## src/rtl/cpu_pkg.sv

```systemverilog
// Shared pipeline constants and helpers for the forwarding/hazard slice.
package cpu_pkg;

    localparam int unsigned XLEN     = 32;
    localparam int unsigned REG_BITS = 5;

    // Layout of one in-flight shadow entry at the default register width.
    typedef struct packed {
        logic                vld;
        logic [REG_BITS-1:0] rd;
        logic                is_load;
    } entry_t;

    // Forward-select width: 0 = register file, k+1 = entry k.
    function automatic int unsigned sel_w(input int unsigned depth);
        return $clog2(depth + 1);
    endfunction

endpackage

```

## src/rtl/fwd_hazard_unit_if.sv

```systemverilog
// ID-side operand/hazard bundle between the decode stage and fwd_hazard_unit.
interface fwd_hazard_unit_if
    import cpu_pkg::*;
#(
    parameter int unsigned XLEN     = cpu_pkg::XLEN,
    parameter int unsigned REG_BITS = cpu_pkg::REG_BITS,
    parameter int unsigned DEPTH    = 3
);
    localparam int unsigned SELW = sel_w(DEPTH);

    logic                  id_valid;
    logic [REG_BITS-1:0]   id_rs1;
    logic [REG_BITS-1:0]   id_rs2;
    logic                  id_rs1_used;
    logic                  id_rs2_used;
    logic [REG_BITS-1:0]   id_rd;
    logic                  id_rf_wen;
    logic                  id_is_load;
    logic                  flush;
    logic [XLEN-1:0]       rf_rdata1;
    logic [XLEN-1:0]       rf_rdata2;
    logic [DEPTH*XLEN-1:0] stage_data;

    logic [XLEN-1:0]       fwd_rs1_data;
    logic [XLEN-1:0]       fwd_rs2_data;
    logic [SELW-1:0]       fwd_sel1;
    logic [SELW-1:0]       fwd_sel2;
    logic                  stall;
    logic [DEPTH-1:0]      occ;
    logic [31:0]           stall_cnt;

    modport master (
        output id_valid, id_rs1, id_rs2, id_rs1_used, id_rs2_used, id_rd,
               id_rf_wen, id_is_load, flush, rf_rdata1, rf_rdata2, stage_data,
        input  fwd_rs1_data, fwd_rs2_data, fwd_sel1, fwd_sel2, stall, occ, stall_cnt
    );

    modport slave (
        input  id_valid, id_rs1, id_rs2, id_rs1_used, id_rs2_used, id_rd,
               id_rf_wen, id_is_load, flush, rf_rdata1, rf_rdata2, stage_data,
        output fwd_rs1_data, fwd_rs2_data, fwd_sel1, fwd_sel2, stall, occ, stall_cnt
    );

endinterface

```

## src/rtl/fwd_hazard_unit_src_sel.sv

```systemverilog
// Per-operand bypass selection: youngest matching in-flight writer wins.
module fwd_src_sel
    import cpu_pkg::*;
#(
    parameter int unsigned XLEN     = cpu_pkg::XLEN,
    parameter int unsigned REG_BITS = cpu_pkg::REG_BITS,
    parameter int unsigned DEPTH    = 3,
    parameter int unsigned LOAD_LAT = 1,
    parameter int unsigned SELW     = sel_w(DEPTH)
) (
    input  logic                      used,
    input  logic [REG_BITS-1:0]       rs,
    input  logic [DEPTH-1:0]          vld,
    input  logic [DEPTH*REG_BITS-1:0] rd,
    input  logic [DEPTH-1:0]          is_load,
    input  logic [DEPTH*XLEN-1:0]     stage_data,
    input  logic [XLEN-1:0]           rf_rdata,
    output logic [XLEN-1:0]           data,
    output logic [SELW-1:0]           sel,
    output logic                      hazard
);

    logic found;

    // Only the youngest match is consulted; an older forwardable copy never masks a load-use.
    always_comb begin
        found  = 1'b0;
        sel    = '0;
        data   = rf_rdata;
        hazard = 1'b0;
        for (int unsigned k = 0; k < DEPTH; k++) begin
            if (!found && used && vld[k] && (rd[k*REG_BITS +: REG_BITS] == rs)) begin
                found  = 1'b1;
                sel    = SELW'(k + 1);
                data   = stage_data[k*XLEN +: XLEN];
                hazard = is_load[k] && (k < LOAD_LAT);
            end
        end
    end

endmodule

```

## src/rtl/fwd_hazard_unit.sv

```systemverilog
// Forwarding + load-use hazard controller: in-flight rd shadow register, bypass muxes, stall counter.
module fwd_hazard_unit
    import cpu_pkg::*;
#(
    parameter int unsigned XLEN     = cpu_pkg::XLEN,
    parameter int unsigned REG_BITS = cpu_pkg::REG_BITS,
    parameter int unsigned DEPTH    = 3,
    parameter int unsigned LOAD_LAT = 1
) (
    input  logic             clk,
    input  logic             rst,
    fwd_hazard_unit_if.slave bus
);

    localparam int unsigned SELW = sel_w(DEPTH);

    typedef struct packed {
        logic                vld;
        logic [REG_BITS-1:0] rd;
        logic                is_load;
    } ent_t;

    ent_t                      ent_q [DEPTH];
    ent_t                      ent_in;
    logic [DEPTH-1:0]          vld_v;
    logic [DEPTH*REG_BITS-1:0] rd_v;
    logic [DEPTH-1:0]          ld_v;
    logic                      hazard1;
    logic                      hazard2;
    logic                      stall;
    logic                      bubble;
    logic [31:0]               stall_cnt_q;

    always_comb begin
        vld_v = '0;
        rd_v  = '0;
        ld_v  = '0;
        for (int unsigned k = 0; k < DEPTH; k++) begin
            vld_v[k]                       = ent_q[k].vld;
            rd_v[k*REG_BITS +: REG_BITS]   = ent_q[k].rd;
            ld_v[k]                        = ent_q[k].is_load;
        end
    end

    fwd_src_sel #(
        .XLEN(XLEN), .REG_BITS(REG_BITS), .DEPTH(DEPTH), .LOAD_LAT(LOAD_LAT), .SELW(SELW)
    ) u_sel1 (
        .used(bus.id_rs1_used), .rs(bus.id_rs1), .vld(vld_v), .rd(rd_v), .is_load(ld_v),
        .stage_data(bus.stage_data), .rf_rdata(bus.rf_rdata1),
        .data(bus.fwd_rs1_data), .sel(bus.fwd_sel1), .hazard(hazard1)
    );

    fwd_src_sel #(
        .XLEN(XLEN), .REG_BITS(REG_BITS), .DEPTH(DEPTH), .LOAD_LAT(LOAD_LAT), .SELW(SELW)
    ) u_sel2 (
        .used(bus.id_rs2_used), .rs(bus.id_rs2), .vld(vld_v), .rd(rd_v), .is_load(ld_v),
        .stage_data(bus.stage_data), .rf_rdata(bus.rf_rdata2),
        .data(bus.fwd_rs2_data), .sel(bus.fwd_sel2), .hazard(hazard2)
    );

    // x0 is never tracked, so a zero rd can never produce a match downstream.
    always_comb begin
        stall          = bus.id_valid && !bus.flush && (hazard1 || hazard2);
        bubble         = bus.flush || stall || !bus.id_valid;
        ent_in.vld     = bus.id_rf_wen && (bus.id_rd != '0);
        ent_in.rd      = bus.id_rd;
        ent_in.is_load = bus.id_is_load;
    end

    always_ff @(posedge clk or negedge rst) begin
        if (!rst) begin
            for (int unsigned k = 0; k < DEPTH; k++) begin
                ent_q[k] <= '0;
            end
            stall_cnt_q <= '0;
        end else begin
            for (int unsigned k = 1; k < DEPTH; k++) begin
                ent_q[k] <= ent_q[k-1];
            end
            ent_q[0] <= bubble ? ent_t'('0) : ent_in;
            if (stall) begin
                stall_cnt_q <= stall_cnt_q + 32'd1;
            end
        end
    end

    assign bus.stall     = stall;
    assign bus.occ       = vld_v;
    assign bus.stall_cnt = stall_cnt_q;

endmodule

```

## src/flat_wrapper.sv

```systemverilog
// flat-port wrapper written by rule: the top's interface ports become plain ports
module fwd_hazard_unit_flat import cpu_pkg::*;
#(
    parameter int unsigned XLEN     = cpu_pkg::XLEN,
    parameter int unsigned REG_BITS = cpu_pkg::REG_BITS,
    parameter int unsigned DEPTH    = 3,
    parameter int unsigned LOAD_LAT = 1
)
  (clk, rst, bus_id_valid, bus_id_rs1, bus_id_rs2, bus_id_rs1_used, bus_id_rs2_used, bus_id_rd, bus_id_rf_wen, bus_id_is_load, bus_flush, bus_rf_rdata1, bus_rf_rdata2, bus_stage_data, bus_fwd_rs1_data, bus_fwd_rs2_data, bus_fwd_sel1, bus_fwd_sel2, bus_stall, bus_occ, bus_stall_cnt);
  fwd_hazard_unit_if #(.XLEN(XLEN), .REG_BITS(REG_BITS), .DEPTH(DEPTH)) bus_i ();
  input  logic clk;
  input  logic rst;
  input wire logic [$bits(bus_i.id_valid)-1:0] bus_id_valid;
  input wire logic [$bits(bus_i.id_rs1)-1:0] bus_id_rs1;
  input wire logic [$bits(bus_i.id_rs2)-1:0] bus_id_rs2;
  input wire logic [$bits(bus_i.id_rs1_used)-1:0] bus_id_rs1_used;
  input wire logic [$bits(bus_i.id_rs2_used)-1:0] bus_id_rs2_used;
  input wire logic [$bits(bus_i.id_rd)-1:0] bus_id_rd;
  input wire logic [$bits(bus_i.id_rf_wen)-1:0] bus_id_rf_wen;
  input wire logic [$bits(bus_i.id_is_load)-1:0] bus_id_is_load;
  input wire logic [$bits(bus_i.flush)-1:0] bus_flush;
  input wire logic [$bits(bus_i.rf_rdata1)-1:0] bus_rf_rdata1;
  input wire logic [$bits(bus_i.rf_rdata2)-1:0] bus_rf_rdata2;
  input wire logic [$bits(bus_i.stage_data)-1:0] bus_stage_data;
  output wire logic [$bits(bus_i.fwd_rs1_data)-1:0] bus_fwd_rs1_data;
  output wire logic [$bits(bus_i.fwd_rs2_data)-1:0] bus_fwd_rs2_data;
  output wire logic [$bits(bus_i.fwd_sel1)-1:0] bus_fwd_sel1;
  output wire logic [$bits(bus_i.fwd_sel2)-1:0] bus_fwd_sel2;
  output wire logic [$bits(bus_i.stall)-1:0] bus_stall;
  output wire logic [$bits(bus_i.occ)-1:0] bus_occ;
  output wire logic [$bits(bus_i.stall_cnt)-1:0] bus_stall_cnt;
  assign bus_i.id_valid = bus_id_valid;
  assign bus_i.id_rs1 = bus_id_rs1;
  assign bus_i.id_rs2 = bus_id_rs2;
  assign bus_i.id_rs1_used = bus_id_rs1_used;
  assign bus_i.id_rs2_used = bus_id_rs2_used;
  assign bus_i.id_rd = bus_id_rd;
  assign bus_i.id_rf_wen = bus_id_rf_wen;
  assign bus_i.id_is_load = bus_id_is_load;
  assign bus_i.flush = bus_flush;
  assign bus_i.rf_rdata1 = bus_rf_rdata1;
  assign bus_i.rf_rdata2 = bus_rf_rdata2;
  assign bus_i.stage_data = bus_stage_data;
  assign bus_fwd_rs1_data = bus_i.fwd_rs1_data;
  assign bus_fwd_rs2_data = bus_i.fwd_rs2_data;
  assign bus_fwd_sel1 = bus_i.fwd_sel1;
  assign bus_fwd_sel2 = bus_i.fwd_sel2;
  assign bus_stall = bus_i.stall;
  assign bus_occ = bus_i.occ;
  assign bus_stall_cnt = bus_i.stall_cnt;
  fwd_hazard_unit #(.XLEN(XLEN), .REG_BITS(REG_BITS), .DEPTH(DEPTH), .LOAD_LAT(LOAD_LAT)) u_core (.clk(clk), .rst(rst), .bus(bus_i));
endmodule
```

## config.mk

```make
export PLATFORM = sky130hd
export DESIGN_NAME = fwd_hazard_unit_flat
export DESIGN_NICKNAME = d
export VERILOG_FILES = /design/src/rtl/cpu_pkg.sv /design/src/rtl/fwd_hazard_unit_if.sv /design/src/rtl/fwd_hazard_unit_src_sel.sv /design/src/rtl/fwd_hazard_unit.sv /design/src/flat_wrapper.sv
export SDC_FILE = /design/constraint.sdc
export NUM_CORES = 1
export LEC_CHECK = 0
export ABC_AREA = 1
export CAP_MARGIN = 20
export CORE_ASPECT_RATIO = 0.8
export CORE_MARGIN = 1.5
export CORE_UTILIZATION = 40
export DETAILED_ROUTE_END_ITERATION = 10
export GPL_TIMING_DRIVEN = 0
export PLACE_DENSITY = 0.79
export SETUP_SLACK_MARGIN = 0.3
export SYNTH_ARGS = -nofsm -noshare
export SYNTH_HDL_FRONTEND = slang
export SYNTH_SLANG_ARGS = --single-unit
```

## constraint.sdc

```tcl
create_clock -name clk -period 2.05 [get_ports clk]
set_input_delay 0.205 -clock clk [delete_from_list [all_inputs] [get_ports clk]]
set_output_delay 0.205 -clock clk [all_outputs]
set_load 0.05 [all_outputs]
```

==> run summary, run 1 <==
Outcome = finished, violations left
Violated checks = setup timing
Crit path cell chain = inv_1 -> nand2_1 -> nand2_2 -> nor2_4 -> nand2_2 -> nor2_4 -> buf_6 -> nor2_4 -> buf_12 -> nand2_8 -> buf_6 -> buf_8 -> nand3_2 -> nand2_2 -> buf_8
Final cell count without fillers = 1767
CP Capture Type = output pin
Worst R2R Path Depth = 12
Crit path DAT = 2.28 ns
P_sw = 1330 uW
Die ar. = 0.0167 sq mm
Synth top area share = 28.9%
Fin crit period = 2.49 ns
Number of nets in the layout = 1731
Power share of the clock group = 24.1%
IO Pins = 287
Ratio of cells with drive above 1 in the final layout = 29.3%
RSZ-0062 raised after global routing = true
Worst hold path startpoint = u_core.ent_q[17]
XOR/XNOR Fraction of Synth Area = 4.27%
Slew Viols, Final = 0
Final HPWL DP = 23.2 mm
Setup violations, final = 69
Fin crit share = 121%
Startpoint types = register
Post-DP Area = 0.00982 sq mm
Reg power frac = 28.9%
Synth Net Count = 1371
Final Instance Area = 0.0123 sq mm
Mapped Area = 0.00636 sq mm
Worst Hold Path EP = u_core.ent_q[10]
Vias = 10042
Die W = 144 microns
Initial antenna violation count = 5
Min setup slack post-route = -0.436 ns
Htree depth = 2
First-pass GRT wire length = 46.6 mm
Max_slew headroom = 57.6%
Top cell type by total area after synthesis = nand2_1
TritonCTS clock tree = yes
FP Rows = 41
Post-synthesis sequential area ratio = 20.1%
Worst path depth = 15
Syn_area_per_cell = 5.36 sq um
Compound-gate portion of the synthesized area = 0.945%
Cts bufs inserted = 5
Max cap viols = 0
Cell-internal power = 2270 uW
Post-synthesis mux area share = 0%
R2R setup slack = 0.03 ns
Area grow syn2layout = 93.4%
Largest net degree at the start of global routing = 33
Vias in the first global route = 8700
CP peak stage delay = 0.40 ns
Leak = 0.00638 uW
Hold depth = 0
Worst Hold Class = reg -> reg
Critical Path Slowest Stage Cell = dfrtp_1
Number of remaining DRC errors = 0
Largest family of logic cells by synthesized area = simple AND/OR/NAND/NOR gates
Port buffer count = 284
Max IR drop VDD = 316 uV
Worst Path Max Fanout = 7
Skew-Pair Late Insertion Delay = 0.29 ns
Worst-Margin Slew = 0.631 ns
Synth warnings = 0
Power Dens Cells = 292 mW/mm^2
Crit-path leading delay family = simple AND/OR/NAND/NOR gates
Detailed Routing Iterations Pass 1 = 5
Final Hold Fails = 0
Fmax achieved = 402 MHz
Crit Reg-Reg Endpoint = u_core.bus.stall_cnt[0]
Fillcell total = 1125
#FFs+latches synth = 51
Total grt overflow = 0
Worst path buffer plus inverter count = 6
Starting density of the core = 40.6%
Routed WL = 33.9 mm
Comb power frac = 47.0%
CORE AREA = 0.0156 sq mm
Final antenna-violating net count = 0
Placed Cells = 1687
Clock Sinks = 51
Worst EP required = 1.85 ns
Die Y = 116 microns
Switching Share = 36.9%
Clock buffer depth = 2
Placer Congestion = 0.989
Mapped Cells = 1187
Clk slew on worst S/H paths = 0.07 ns
Post-synthesis simple-gate area fraction = 58.7%
Clk_skew = 0.0102 ns
1st-iter DRT viols = 1255
Post-synthesis adder-cell area fraction = 0.197%
CTS Root Cell = clkbuf_16
Drt via density = 5.68
Fin util = 78.6%
Reg-to-Reg Start = u_core.bus.occ[0]
Synth area leaders = nand2_1, dfrtp_1, nand4_1
Critical path type = reg -> out
Global-route usage over all layers = 35.7%
Distinct cell type count after synthesis = 26
Routed len/inst = 19.2 microns
==> registers in the layout (all words and copies together) (netlist names) <==
register and count:
u_core.bus.occ 3, u_core.ent_q 16, u_core.bus.stall_cnt 32
==> layout make-up <==
| cell class | instances | area (sq um) | area share, % |
|---|---|---|---|
| Antenna cell | 4 | 10.0 | 0.0814 |
| Buffer | 79 | 727 | 5.91 |
| Clock buffer | 6 | 139 | 1.13 |
| Clock inverter | 2 | 13.8 | 0.112 |
| Inverter | 171 | 649 | 5.28 |
| Multi-Input combinational cell | 886 | 5270 | 42.8 |
| Sequential cell | 51 | 1280 | 10.4 |
| Tap cell | 215 | 269 | 2.19 |
| Timing Repair Buffer | 353 | 3940 | 32.0 |
==> power by group through the flow <==
stage | clock [uW] | sequential [uW] | combinational (uW)
2_1_floorplan | 0 | 1050 | 696
3_3_place_gp | 0 | 1060 | 1350
3_5_place_dp | 0 | 1060 | 1360
4_1_cts | 883 | 1040 | 1540
5_1_grt | 927 | 1040 | 1770
6_report | 867 | 1040 | 1690
==> metrics by stage <==
step	hold WS [ns]	setup WS [ns]	TNS, ns	total power, uW
after floorplan	-0.0906	0.222	0	1750
after global placement	0.357	-1.35	-130.42	2400
after detailed placement	0.197	-1.39	-93.17	2410
after CTS	0.404	-0.274	-15.23	3460
after global routing	0.419	-0.490	-30.79	3740
final	0.399	-0.436	-23.98	3590
==> cell usage after synthesis, drive strengths merged <==
| cell | instances |
|---|---|
| nand2 | 490 |
| inv | 171 |
| a21oi | 1 |
| o211ai | 1 |
| buf | 45 |
| nand4 | 132 |
| nand3 | 135 |
| nand3b | 2 |
| clkbuf | 34 |
| dfrtp | 51 |
| xnor2 | 12 |
| a21boi | 1 |
| nor3 | 9 |
| o21ai | 8 |
| ha | 1 |
| xor2 | 19 |
| nor2 | 75 |
==> how the worst max path moves through the flow <==
| stage | from | end | slack [ns] |
|---|---|---|---|
| after CTS | u_core.ent_q[8] | bus_fwd_rs2_data[2] | -0.27 |
| after floorplan | u_core.ent_q[17] | bus_fwd_rs1_data[11] | 0.22 |
| after global placement | bus_id_rs1[2] | bus_fwd_rs1_data[6] | -1.35 |
| final | u_core.ent_q[9] | bus_fwd_rs2_data[3] | -0.44 |
| after global routing | u_core.bus.occ[0] | bus_fwd_rs2_data[8] | -0.49 |
| after detailed placement | bus_id_rs1[2] | bus_fwd_rs1_data[6] | -1.39 |
==> routing by layer <==
metal | GRT usage (%) | routed length (microns) | up-vias | part of all wire [%]
met5 | 0 | 18 | - | 0.053
met4 | 13.1 | 1590 | 2 | 4.7
met3 | 5.87 | 3590 | 142 | 11
met2 | 54.9 | 14900 | 732 | 44
met1 | 50.5 | 13800 | 4674 | 41
li1 | - | - | 4492 | -
==> logic make-up after synthesis <==
kind of cell	after synthesis
buffers and inverters	250
AO/OA/AOI/OAI	11
XOR/XNOR	31
adder cells (fa/ha/maj)	1
AND/OR/NAND/NOR	843
flip-flops	51
==> placed cells by master (no fill, tap or decap), types with 6 or more instances in the layout <==
| master | count |
|---|---|
| clkbuf_2 | 10 |
| nand3_2 | 45 |
| nand3_1 | 68 |
| inv_1 | 156 |
| buf_12 | 11 |
| nand2_2 | 74 |
| inv_2 | 13 |
| clkbuf_16 | 11 |
| buf_6 | 26 |
| nor2_1 | 60 |
| dfrtp_2 | 6 |
| dlygate4sd2_1 | 40 |
| clkdlybuf4s50_1 | 172 |
| buf_2 | 13 |
| nor2_4 | 13 |
| nand3_4 | 22 |
| clkbuf_4 | 10 |
| nand4_1 | 132 |
| nand2_1 | 359 |
| xor2_1 | 19 |
| clkbuf_8 | 6 |
| nor3_1 | 9 |
| nand2_4 | 55 |
| xnor2_1 | 12 |
| buf_8 | 80 |
| dfrtp_1 | 45 |
| buf_4 | 47 |
==> repair_timing <==
action / CTS / global route
setup buffers: 36 / 22
gates resized for setup: 776 / 174
pin swaps: 38 / 64
endpoints found under the hold margin: 19 / 0
hold buffers: 1 / 0
cloned: 3 / 6
endpoints found under the setup margin: 138 / 103
Power figures use the tool's default switching activity.
==> inputs of run 2 (changes only) <==
--- a/config.mk
+++ b/config.mk
@@ -14,6 +14,7 @@
 export GPL_TIMING_DRIVEN = 0
 export PLACE_DENSITY = 0.79
 export SETUP_SLACK_MARGIN = 0.3
+export SKIP_CTS_REPAIR_TIMING = 1
 export SYNTH_ARGS = -nofsm -noshare
 export SYNTH_HDL_FRONTEND = slang
 export SYNTH_SLANG_ARGS = --single-unit
==> run 2 against run 1 <==
  * The flow still finishes with violations (setup timing)
  * Global-route usage shrank 2.6 points
  * Clock power about the same
  * Fmax up 2.6%
  * Sequential share of layout area grew 0.55 points
  * Cell count shrank 1.9%
  * Cell area down 4.9%
  * Power is 2.3% lower
  * Non-clock buffer count decreased by 34
  * Largest cell class unchanged
  * Highest routed layer is now met4
==> run summary, run 2 (synthesis gave the netlist of run 1 again) <==
Htree depth = 2
Worst Hold Class = in -> async
Drt via density = 5.51
Skew-Pair Late Insertion Delay = 0.29 ns
Worst R2R Path Depth = 10
Worst Path Max Fanout = 10
Worst-Margin Slew = 0.534 ns
Max cap viols = 0
Number of nets in the layout = 1697
CP Capture Type = output pin
Crit path cell chain = nand2_1 -> nand2_2 -> nor2_4 -> nand3_4 -> nand2_4 -> inv_4 -> nand2_8 -> buf_8 -> nand3_1 -> nand2_4 -> buf_6
Routed WL = 31.4 mm
Slew Viols, Final = 0
Leak = 0.00652 uW
CORE AREA = 0.0156 sq mm
FP Rows = 41
Worst slack, placed = -1.39 ns
RSZ-0062 raised after global routing = true
Die W = 144 microns
Clk slew on worst S/H paths = 0.07 ns
First-pass GRT wire length = 43.2 mm
Vias in the first global route = 8102
Clock Sinks = 51
Min setup slack post-route = -0.372 ns
Reg-to-Reg Start = u_core.ent_q[18]
CP endpoint = bus_fwd_rs2_data[18]
Fin util = 74.8%
Die ar. = 0.0167 sq mm
Die Y = 116 microns
Initial antenna violation count = 5
Max reg flops = 32
Final HPWL DP = 23.2 mm
Total grt overflow = 0
Max IR drop VDD = 317 uV
Placer Congestion = 0.989
R2R setup slack = 0.04 ns
Area grow syn2layout = 84.0%
Number of remaining DRC errors = 0
Commonest cells after routing, fill and taps aside = nand2_1, clkdlybuf4s50_1, inv_1, nand4_1, nand3_1
Starting density of the core = 40.6%
Final TNS setup = -21.09 ns
Clk_skew = 0.0115 ns
CP peak stage delay = 0.44 ns
Final cell count without fillers = 1734
Max_slew headroom = 64.4%
TritonCTS clock tree = yes
IO Pins = 287
Critical path type = reg -> out
CTS Root Cell = clkbuf_16
Fin crit period = 2.42 ns
Violated checks = setup timing
Startpoint types = register
Cts bufs inserted = 5
Worst EP required = 1.85 ns
Clock buffer depth = 2
Final Hold Fails = 0
Fin crit share = 118%
Port buffer count = 284
Crit path DAT = 2.22 ns
Critical path origin = u_core.ent_q[18]
Largest net degree at the start of global routing = 33
Setup violations, final = 69
Outcome = finished, violations left
Power Dens Cells = 300 mW/mm^2
1st-iter DRT viols = 1128
Commonest non-fill, non-tap cell in the layout = nand2_1
Critical Path Slowest Stage Cell = dfrtp_2
Detailed Routing Iterations Pass 1 = 6
Crit Reg-Reg Endpoint = u_core.bus.stall_cnt[6]
Routed len/inst = 18.1 microns
Fmax achieved = 413 MHz
Vias = 9561
Final antenna-violating net count = 0
Global-route usage over all layers = 33.1%
Top cell by count, worst path = nand2_4
Placed Cells = 1687
Ratio of cells with drive above 1 in the final layout = 25.6%
## run 2: changes by cell type in the layout (fill, tap and decap cells not counted), moves of 11 or more
cell	change
buf_8	-14
dlygate4sd2_1	-40
dlymetal6s2s_1	+35
nand2_1	+27
nand2_4	-21
nand3_1	+11
## run 2: where the power goes
part	total (uW)	switching, uW	internal [uW]
Sequential	1040	18.2	1020
Combinational	1610	882	725
Clock	864	375	489
Total	3510	1280	2230
## run 2: layout make-up
class                   instances  area, sq um
multi-input cells             886         4960
fillers                      1246         3950
repair buffers                321         3710
flip-flops and latches         51         1280
plain buffers                  77          663
inverters                     171          647
well taps                     215          269
clock buffers                   6          139
clock inverters                 2         13.8
diodes                          5         12.5
## run 2: worst min-delay path by stage
stage                                           to  slack [ns]  cells after the start             start
after global routing      u_core.bus.stall_cnt[11]        0.45                      2               rst
after detailed placement  u_core.bus.stall_cnt[11]        0.20                      1               rst
after floorplan                  u_core.bus.occ[0]       -0.09                      0               rst
after CTS                 u_core.bus.stall_cnt[11]       -0.11                      1               rst
after global placement            u_core.ent_q[10]        0.36                      0  u_core.ent_q[17]
final                     u_core.bus.stall_cnt[11]        0.41                      2               rst
## run 2: routing by layer
metal | global-route usage, % | share of wire, % | vias to the layer above
li1 | - | - | 4428
met1 | 49.2 | 43 | 4407
met2 | 49.4 | 44 | 643
met3 | 4.71 | 10 | 83
met4 | 10.1 | 3.3 | 0
met5 | 0 | 0 | -
## run 2: per-stage QoR
step | hold slack [ns] | area (sq um) | power (uW)
floorplan | -0.0906 | 6690 | 1750
global placement | 0.357 | 9800 | 2400
detailed placement | 0.197 | 9820 | 2410
CTS | -0.114 | 9970 | 3280
global route | 0.445 | 11700 | 3660
finish | 0.410 | 11700 | 3510
## run 2: worst max-delay path: cells and delay by family, from the launching register on
family / cells / cell delay (ns)
AND/OR/NAND/NOR: 8 / 1.08
buffers and inverters: 3 / 0.40
flip-flops: 1 / 0.44
==> inputs of run 3 (changes only) <==
--- a/config.mk
+++ b/config.mk
@@ -9,10 +9,10 @@
 export CAP_MARGIN = 20
 export CORE_ASPECT_RATIO = 0.8
 export CORE_MARGIN = 1.5
-export CORE_UTILIZATION = 40
+export CORE_UTILIZATION = 43
 export DETAILED_ROUTE_END_ITERATION = 10
 export GPL_TIMING_DRIVEN = 0
-export PLACE_DENSITY = 0.79
+export PLACE_DENSITY = 0.84
 export SETUP_SLACK_MARGIN = 0.3
 export SKIP_CTS_REPAIR_TIMING = 1
 export SYNTH_ARGS = -nofsm -noshare
==> run 3 against run 2 <==
  * The run still ends with setup timing left
  * Non-clock buffer count down 1
  * Hold slack worse by 0.015 ns
  * Via count up 1.7%
  * Clock power up 12%
  * Power up 2.0%
  * Cell area down 2.3%
  * Routed wire length down 1.1%
  * First-iteration DRC count up 7.5%
  * Fmax down 2.2%
  * Flip-flop and latch count unchanged
  * Sequential power about the same
  * Clock skew down 0.0020 ns
  * Highest routed layer unchanged
==> run summary, run 3 (synthesis gave the netlist of run 1 again) <==
Outcome = finished, violations left
Violated checks = setup timing
CORE AREA = 0.0143 sq mm
Max_slew headroom = 53.9%
Worst EP required = 1.85 ns
Fmax achieved = 404 MHz
Commonest cells after routing, fill and taps aside = nand2_1, clkdlybuf4s50_1, inv_1, nand4_1, nand3_1
Htree depth = 2
Total grt overflow = 0
Worst-Margin Slew = 0.687 ns
Clock Sinks = 51
Critical Path Slowest Stage Cell = clkdlybuf4s50_1
Crit-path leading delay family = buffers and inverters
Crit Reg-Reg Endpoint = u_core.bus.stall_cnt[11]
Clk_skew = 0.00946 ns
Drt via density = 5.71
Ratio of cells with drive above 1 in the final layout = 23.8%
Final TNS setup = -23.86 ns
Critical path type = in -> out
Port buffer count = 284
Slew Viols, Final = 0
1st-iter DRT viols = 1213
Min setup slack post-route = -0.428 ns
R2R setup slack = 0.02 ns
Worst Hold Class = reg -> reg
Initial antenna violation count = 3
TritonCTS clock tree = yes
Final hold slack = 0.395 ns
Setup violations, final = 69
IO Pins = 287
First-pass GRT wire length = 44.9 mm
Fillcell total = 1054
Multi-input gate area = 0.00487 sq mm
Routed WL = 31.0 mm
Leak = 0.00644 uW
Number of remaining DRC errors = 0
Worst R2R Path Depth = 11
Power Dens Cells = 313 mW/mm^2
Starting density of the core = 44.3%
Reg-to-Reg Start = u_core.ent_q[19]
Tot Pwr = 3580 uW
RSZ-0062 raised after global routing = true
Worst hold path startpoint = u_core.ent_q[17]
Final Hold Fails = 0
Commonest non-fill, non-tap cell in the layout = nand2_1
Crit path cell chain = clkdlybuf4s50_1 -> inv_2 -> nand2_1 -> nand2_1 -> nor2_4 -> nand3_4 -> buf_8 -> buf_8 -> nand2_1 -> nand2_1 -> nand2_1 -> nand3_1 -> nand2_2 -> buf_6
Die W = 139 microns
Top cell by count, worst path = nand2_1
Placer Congestion = 0.989
Crit path DAT = 2.27 ns
CP peak stage delay = 0.55 ns
Seq. cell area = 0.00128 sq mm
Worst Hold Path EP = u_core.ent_q[10]
Final HPWL DP = 22.3 mm
FP Rows = 39
Worst slack, placed = -1.26 ns
Final antenna-violating net count = 0
Max reg flops = 32
Routed len/inst = 18.3 microns
Fin crit share = 121%
Worst Path Max Fanout = 10
Worst path buffer plus inverter count = 5
Area grow syn2layout = 79.8%
CP Capture Type = output pin
Detailed Routing Iterations Pass 1 = 6
Max IR drop VDD = 341 uV
Vias in the first global route = 8401
Fin crit period = 2.48 ns
Number of nets in the layout = 1697
Hold depth = 0
Max cap viols = 0
Die Y = 112 microns
Largest net degree at the start of global routing = 28
Vias = 9719
Clock buffer depth = 2
Cts bufs inserted = 5
Clk slew on worst S/H paths = 0.07 ns
Skew-Pair Late Insertion Delay = 0.29 ns
CTS Root Cell = clkbuf_16
Die ar. = 0.0155 sq mm
Global-route usage over all layers = 35.4%
Startpoint types = input port
run 3: cell count changes in the layout (fill, tap and decap cells not counted), moves of 6 or more:
cell and change:
buf_4 +6, buf_8 -7, clkbuf_4 +6, nand2_1 +17
nand2_2 -19, nand3_1 +6, nand3_4 -6
run 3: routing by layer:
metal	vias up	share of wire, %	track usage (%)
met1	4365	41	51.4
met4	0	4.6	11.6
met2	772	43	53.8
met5	-	0	0
li1	4432	-	-
met3	150	11	5.68
run 3: power breakdown:
group,switching [uW],internal (uW)
registers,17.0,1020
clock network,384,580
logic,877,700
total,1280,2300
run 3: final cells by class:
type                       instances  share of cell area, %
clock inverter                     3                  0.405
timing repair buffer             318                   31.2
sequential                        51                   11.2
tap                              184                   2.01
clock buffer                       5                   1.09
antenna                            3                 0.0657
buffer                            79                   5.74
inverter                         171                   5.66
multi-input combinational        887                   42.6
run 3: worst max path at each step:
stage                           startpoint  cells past startpoint                   end
after global routing         bus_id_rs1[4]                     14  bus_fwd_rs1_data[22]
final                        bus_id_rs1[4]                     14  bus_fwd_rs1_data[22]
after detailed placement     bus_id_rs1[2]                     13   bus_fwd_rs1_data[4]
after CTS                    bus_id_rs1[2]                     13   bus_fwd_rs1_data[4]
after global placement       bus_id_rs1[2]                     13   bus_fwd_rs1_data[4]
after floorplan           u_core.ent_q[17]                     10  bus_fwd_rs1_data[11]
run 3: per-stage QoR:
stage          area (sq um)  utilization (%)  instances
6_report              11400             79.7       1701
3_3_place_gp           9760             68.1       1655
4_1_cts                9950             69.4       1664
2_1_floorplan          6690                -       1187
5_1_grt               11400             79.7       1701
3_5_place_dp           9780             68.2       1656
